### config.mk
export PLATFORM = sky130hd
export DESIGN_NAME = alu_operand_loader
export DESIGN_NICKNAME = d
export VERILOG_FILES = /design/src/rtl/alu_operand_loader.sv
export SDC_FILE = /design/constraint.sdc
export NUM_CORES = 1
export LEC_CHECK = 0
export CORE_ASPECT_RATIO = 1.2
export CORE_UTILIZATION = 30
export CTS_BUF_LIST = sky130_fd_sc_hd__clkbuf_8
export CTS_CLUSTER_DIAMETER = 200
export DETAILED_ROUTE_END_ITERATION = 10
export GPL_TIMING_DRIVEN = 0
export PLACE_DENSITY = 0.57
export SYNTH_ARGS = -nofsm -noshare
export SYNTH_HDL_FRONTEND = slang
export SYNTH_SLANG_ARGS = --single-unit
export TNS_END_PERCENT = 5
### constraint.sdc
create_clock -name clk -period 1.7 [get_ports clk]
set_input_delay 0.255 -clock clk [delete_from_list [all_inputs] [get_ports clk]]
set_output_delay 0.255 -clock clk [all_outputs]
set_load 0.02 [all_outputs]
### src/rtl/alu_operand_loader.sv
// Operand sequencer in front of the ALU: synchronises switches and buttons,
// debounces the load button and captures A, B and the operation select in turn.
module alu_operand_loader #(
  parameter int N          = 4,
  parameter int OPW        = 4,
  parameter int DEB_CYCLES = 500000
) (
  input  logic           clk,
  input  logic           rst_n,
  input  logic [N-1:0]   sw,
  input  logic           btn_load,
  input  logic           btn_clear,
  output logic [N-1:0]   A_num,
  output logic [N-1:0]   B_num,
  output logic [OPW-1:0] op_sel,
  output logic           valid,
  output logic [1:0]     state_code
);

  localparam int CNT_W = (DEB_CYCLES > 2) ? $clog2(DEB_CYCLES) : 1;

  typedef enum logic [1:0] {
    LOAD_A  = 2'b00,
    LOAD_B  = 2'b01,
    LOAD_OP = 2'b10,
    READY   = 2'b11
  } state_t;

  state_t state, state_nx;

  logic [N-1:0]   sw_p0, sw_p1;
  logic           ld_p0, ld_p1;
  logic           clr_p0, clr_p1;
  logic [CNT_W-1:0] deb_cnt;
  logic           deb_level, deb_prev;
  logic           load_evt;
  logic           ld_a, ld_b, ld_op;

  // Stage p0/p1: two-flop synchronisers for every asynchronous input
  always_ff @(posedge clk or negedge rst_n) begin
    if (!rst_n) begin
      sw_p0  <= '0;
      sw_p1  <= '0;
      ld_p0  <= 1'b0;
      ld_p1  <= 1'b0;
      clr_p0 <= 1'b0;
      clr_p1 <= 1'b0;
    end else begin
      sw_p0  <= sw;
      sw_p1  <= sw_p0;
      ld_p0  <= btn_load;
      ld_p1  <= ld_p0;
      clr_p0 <= btn_clear;
      clr_p1 <= clr_p0;
    end
  end

  // Debounce stage: level accepted only after DEB_CYCLES consecutive disagreeing samples
  always_ff @(posedge clk or negedge rst_n) begin
    if (!rst_n) begin
      deb_cnt   <= '0;
      deb_level <= 1'b0;
      deb_prev  <= 1'b0;
    end else begin
      deb_prev <= deb_level;
      if (ld_p1 != deb_level) begin
        if (deb_cnt == CNT_W'(DEB_CYCLES - 1)) begin
          deb_level <= ld_p1;
          deb_cnt   <= '0;
        end else begin
          deb_cnt <= deb_cnt + CNT_W'(1);
        end
      end else begin
        deb_cnt <= '0;
      end
    end
  end

  assign load_evt = deb_level & ~deb_prev;

  // Capture stage: sequencing FSM, clear takes priority over a same-cycle press
  always_ff @(posedge clk or negedge rst_n) begin
    if (!rst_n) state <= LOAD_A;
    else        state <= state_nx;
  end

  always_comb begin
    state_nx = state;
    ld_a     = 1'b0;
    ld_b     = 1'b0;
    ld_op    = 1'b0;
    if (clr_p1) begin
      state_nx = LOAD_A;
    end else if (load_evt) begin
      case (state)
        LOAD_A: begin
          ld_a     = 1'b1;
          state_nx = LOAD_B;
        end
        LOAD_B: begin
          ld_b     = 1'b1;
          state_nx = LOAD_OP;
        end
        LOAD_OP: begin
          ld_op    = 1'b1;
          state_nx = READY;
        end
        default: begin
          ld_a     = 1'b1;
          state_nx = LOAD_B;
        end
      endcase
    end
  end

  always_ff @(posedge clk or negedge rst_n) begin
    if (!rst_n) begin
      A_num  <= '0;
      B_num  <= '0;
      op_sel <= '0;
      valid  <= 1'b0;
    end else if (clr_p1) begin
      A_num  <= '0;
      B_num  <= '0;
      op_sel <= '0;
      valid  <= 1'b0;
    end else begin
      if (ld_a) A_num  <= sw_p1;
      if (ld_b) B_num  <= sw_p1;
      if (ld_op) op_sel <= sw_p1[OPW-1:0];
      // Restarting from READY drops valid while B and op keep their old values
      if (ld_op)     valid <= 1'b1;
      else if (ld_a) valid <= 1'b0;
    end
  end

  assign state_code = state;

endmodule

==> summary.txt <==
Synthesis
  – Synth top cells by count: 48 x dfrtp_1, 24 x nor2_1, 21 x nand2_1
  – Post-synth top area cell: dfrtp_1
  – Synthesized cell area: approximately 2100 um^2
  – Seq/Total Area, Yosys: 0.5818
  – Seq cells post-synth: 48
  – Synthesized instance count: roughly 180
  – Synthesis Warnings: 0
  – Most common cell in the netlist: dfrtp_1
  – Post-synth top flop: dfrtp_1
  – Number of flops mapped to enable cells by yosys: 0
  – Yosys top cell area share: 0.5818
  – Share of flip-flops with an asynchronous set or reset: 1.000
  – Netlist cell types: 31
  – Area contributors post-synth: dfrtp_1 58%, xnor2_1 5.9%, nor2_1 4.4%
  – Post-synth net total: approximately 200
  – Syn Area/Cell: between 10 and 15 um^2

CTS
  – Clk root buf: clkbuf_8
  – CTS Buf Count: 5
  – Clk_lat worst skew: ~0.30 ns
  – Clock Path Buffers: 2
  – Reg clk slew, reported paths: 0.09 ns
  – CTS tree: done
  – Sink Count: 48
  – H-tree depth: 2

Routing
  – WL/cell: between 10 and 15 um
  – Drt initial violations: between 50 and 60
  – Vias per inst: ~4.6
  – Total wire length: ~3.6 mm
  – Residual DRC: 0
  – Post-route ant nets: 0
  – Iteration count of the initial detailed-routing pass: 4
  – Detailed-route via count: 1397

Timing
  – Final setup vio count: 0
  – Slew margin rel.: 0.6976
  – Final Max Tran Viols: 0
  – Tmin final: ~1.6 ns
  – Measured slew at the worst slew-check pin: 0.4536 ns
  – Fmax: roughly 0.62 GHz
  – Max Clock Skew: 0.01179 ns
  – Final Hold Fails: 0
  – Final Worst Setup Slack: about 0.096 ns
  – Unrepaired setup endpoints after global routing: no
  – Ratio of final minimum period to clock period: 0.9436

Power and ir drop
  – Overall Power: 2214 uW
  – PwrDens: approximately 850 nW/um^2
  – Peak VDD IR: 0.0003380 V
  – Pleak: between 0.001 and 0.0015 uW

Place
  – Post-Place Cell Area: 2406 um^2
  – # port buffers: 22
  – Placement Setup Slack: slightly below 0.003 ns
  – Routability congestion estimate: ~0.8
  – HPWL after detailed placement: roughly 2.7 mm

Global routing
  – Residual overflow from global routing: 0
  – All-Layer GR Usage: 0.1197
  – Initial antenna violation count: 0
  – Largest net degree at the start of global routing: 31
  – Vias in the first global route: around 1400
  – First-pass GRT wire length: 6.693 mm

Cells and area
  – Synth-to-layout area growth: 25.45%
  – Antenna fix cells: 0
  – Layout cells sized above 1: 0.1644
  – Fin util: 0.3969
  – Post-route cell area: 2590 um^2
  – Final #Nets: 230

Run status
  – Status: completed

Floorplanning
  – Vert. Die Dim: approximately 93 um
  – DIE AREA: ~7200 um^2
  – Core footprint: between 6000 and 7000 um^2
  – I/O Pins: 23
  – Die Width: roughly 80 um
  – Initial Util: 0.3163
  – FP Rows: 32

Setup path
  – Crit start category: register
  – Kind of critical path: register to register
  – Crit path DAT: ~1.8 ns
  – Critical Path Sink Type: register
  – Worst-path fanout max: 3
  – CP required: approximately 1.9 ns

Flow run
  – Maxcap violations: 0

Worst hold path
  – Min-Delay Path Class: register to register
logic make-up after synthesis:
family          share of synthesized area
xor+xnor                          0.07212
simple gates                       0.2364
fa+ha+maj                         0.01818
compound gates                    0.05273
mux                               0.01576
buf+inv                           0.02303
flops                              0.5818
final cells by class:
| type | instances | area (um^2) |
|---|---|---|
| fillers | 643 | 3936 |
| flip-flops and latches | 48 | 1205 |
| multi-input cells | 126 | 827.0 |
| repair buffers | 28 | 275.3 |
| well taps | 85 | 106.4 |
| clock buffers | 5 | 68.82 |
| clock inverters | 2 | 60.06 |
| plain buffers | 4 | 25.02 |
| inverters | 6 | 22.52 |
routing by layer:
metal | wire (um) | track usage
met5 | 0 | 0
met4 | 90 | 0.06447
met3 | 119 | 0.02956
met2 | 1878 | 0.1991
met1 | 1559 | 0.1412
power by group:
group / total (uW) / internal (uW) / switching (uW)
clock network: 952 / 579 / 373
logic: 84.5 / 39.4 / 45.1
registers: 1180 / 1160 / 16.9
path summary, 6_finish.rpt:
path,startpoint,slack (ns),end,cells past startpoint
max,deb_cnt[1],0.1,deb_level,5
min,sw_p0[1],0.35,sw_p1[1],0
max reg2reg,deb_cnt[1],0.1,deb_level,5
min reg2reg,sw_p0[1],0.35,sw_p1[1],0
max in group asynchronous,rst_n,0.76,deb_cnt[7],3
min in group asynchronous,rst_n,0.42,A_num[3],2
repair_timing:
item,CTS,global route
setup endpoints to repair,1,11
pin swaps,0,1
gates resized for setup,1,5
cloned,0,0
hold buffers,1,0
endpoints found under the hold margin,18,0
buffers inserted,0,4
metrics by stage:
step	hold WS, ns	cells	TNS, ns
2_1_floorplan	-0.04059	184	0
3_3_place_gp	0.3330	291	-48.08
3_5_place_dp	0.2270	292	0
4_1_cts	0.3519	300	0
5_1_grt	0.3506	304	0
6_report	0.3465	304	0
worst max-delay path: stages (launching register included):
cell and delay [ns]:
dfrtp_1 0.39, ha_2 0.22, and3_2 0.23, nand3_2 0.13
nor2_2 0.17, mux2_2 0.35
placed cells by master (no fill, tap or decap), drive strengths merged:
| cell type | netlist | routed |
|---|---|---|
| dfrtp | 48 | 48 |
| nor4b | 2 | 2 |
| and3 | 2 | 2 |
| a211oi | 1 | 1 |
| nor2 | 24 | 24 |
| xor2 | 3 | 3 |
| nand4 | 4 | 4 |
| nand2 | 21 | 21 |
| xnor2 | 14 | 14 |
| buf | 3 | 9 |
| clkdlybuf4s50 | 0 | 21 |
| ha | 3 | 3 |
| a21oi | 14 | 14 |
| nor3 | 4 | 4 |
| nor4 | 7 | 7 |
| inv | 6 | 6 |
| nor2b | 1 | 1 |
| mux2 | 2 | 2 |
| dlygate4sd3 | 0 | 1 |
| nand3 | 18 | 18 |
| nor4bb | 1 | 1 |
| clkbuf | 1 | 6 |
| bufinv | 0 | 2 |
| o21ai | 4 | 4 |
| mux2i | 1 | 1 |
state kept, by name, indices dropped and copies added, names as in the netlist:
register and cells:
B_num 4, sw_p0 4, state_code 2, sw_p1 4
clr_p1 1, ld_p0 1, deb_prev 1, op_sel 4
A_num 4, deb_cnt 19, deb_level 1, ld_p1 1
valid 1, clr_p0 1
Note: power is estimated with default switching activity, not from simulation.
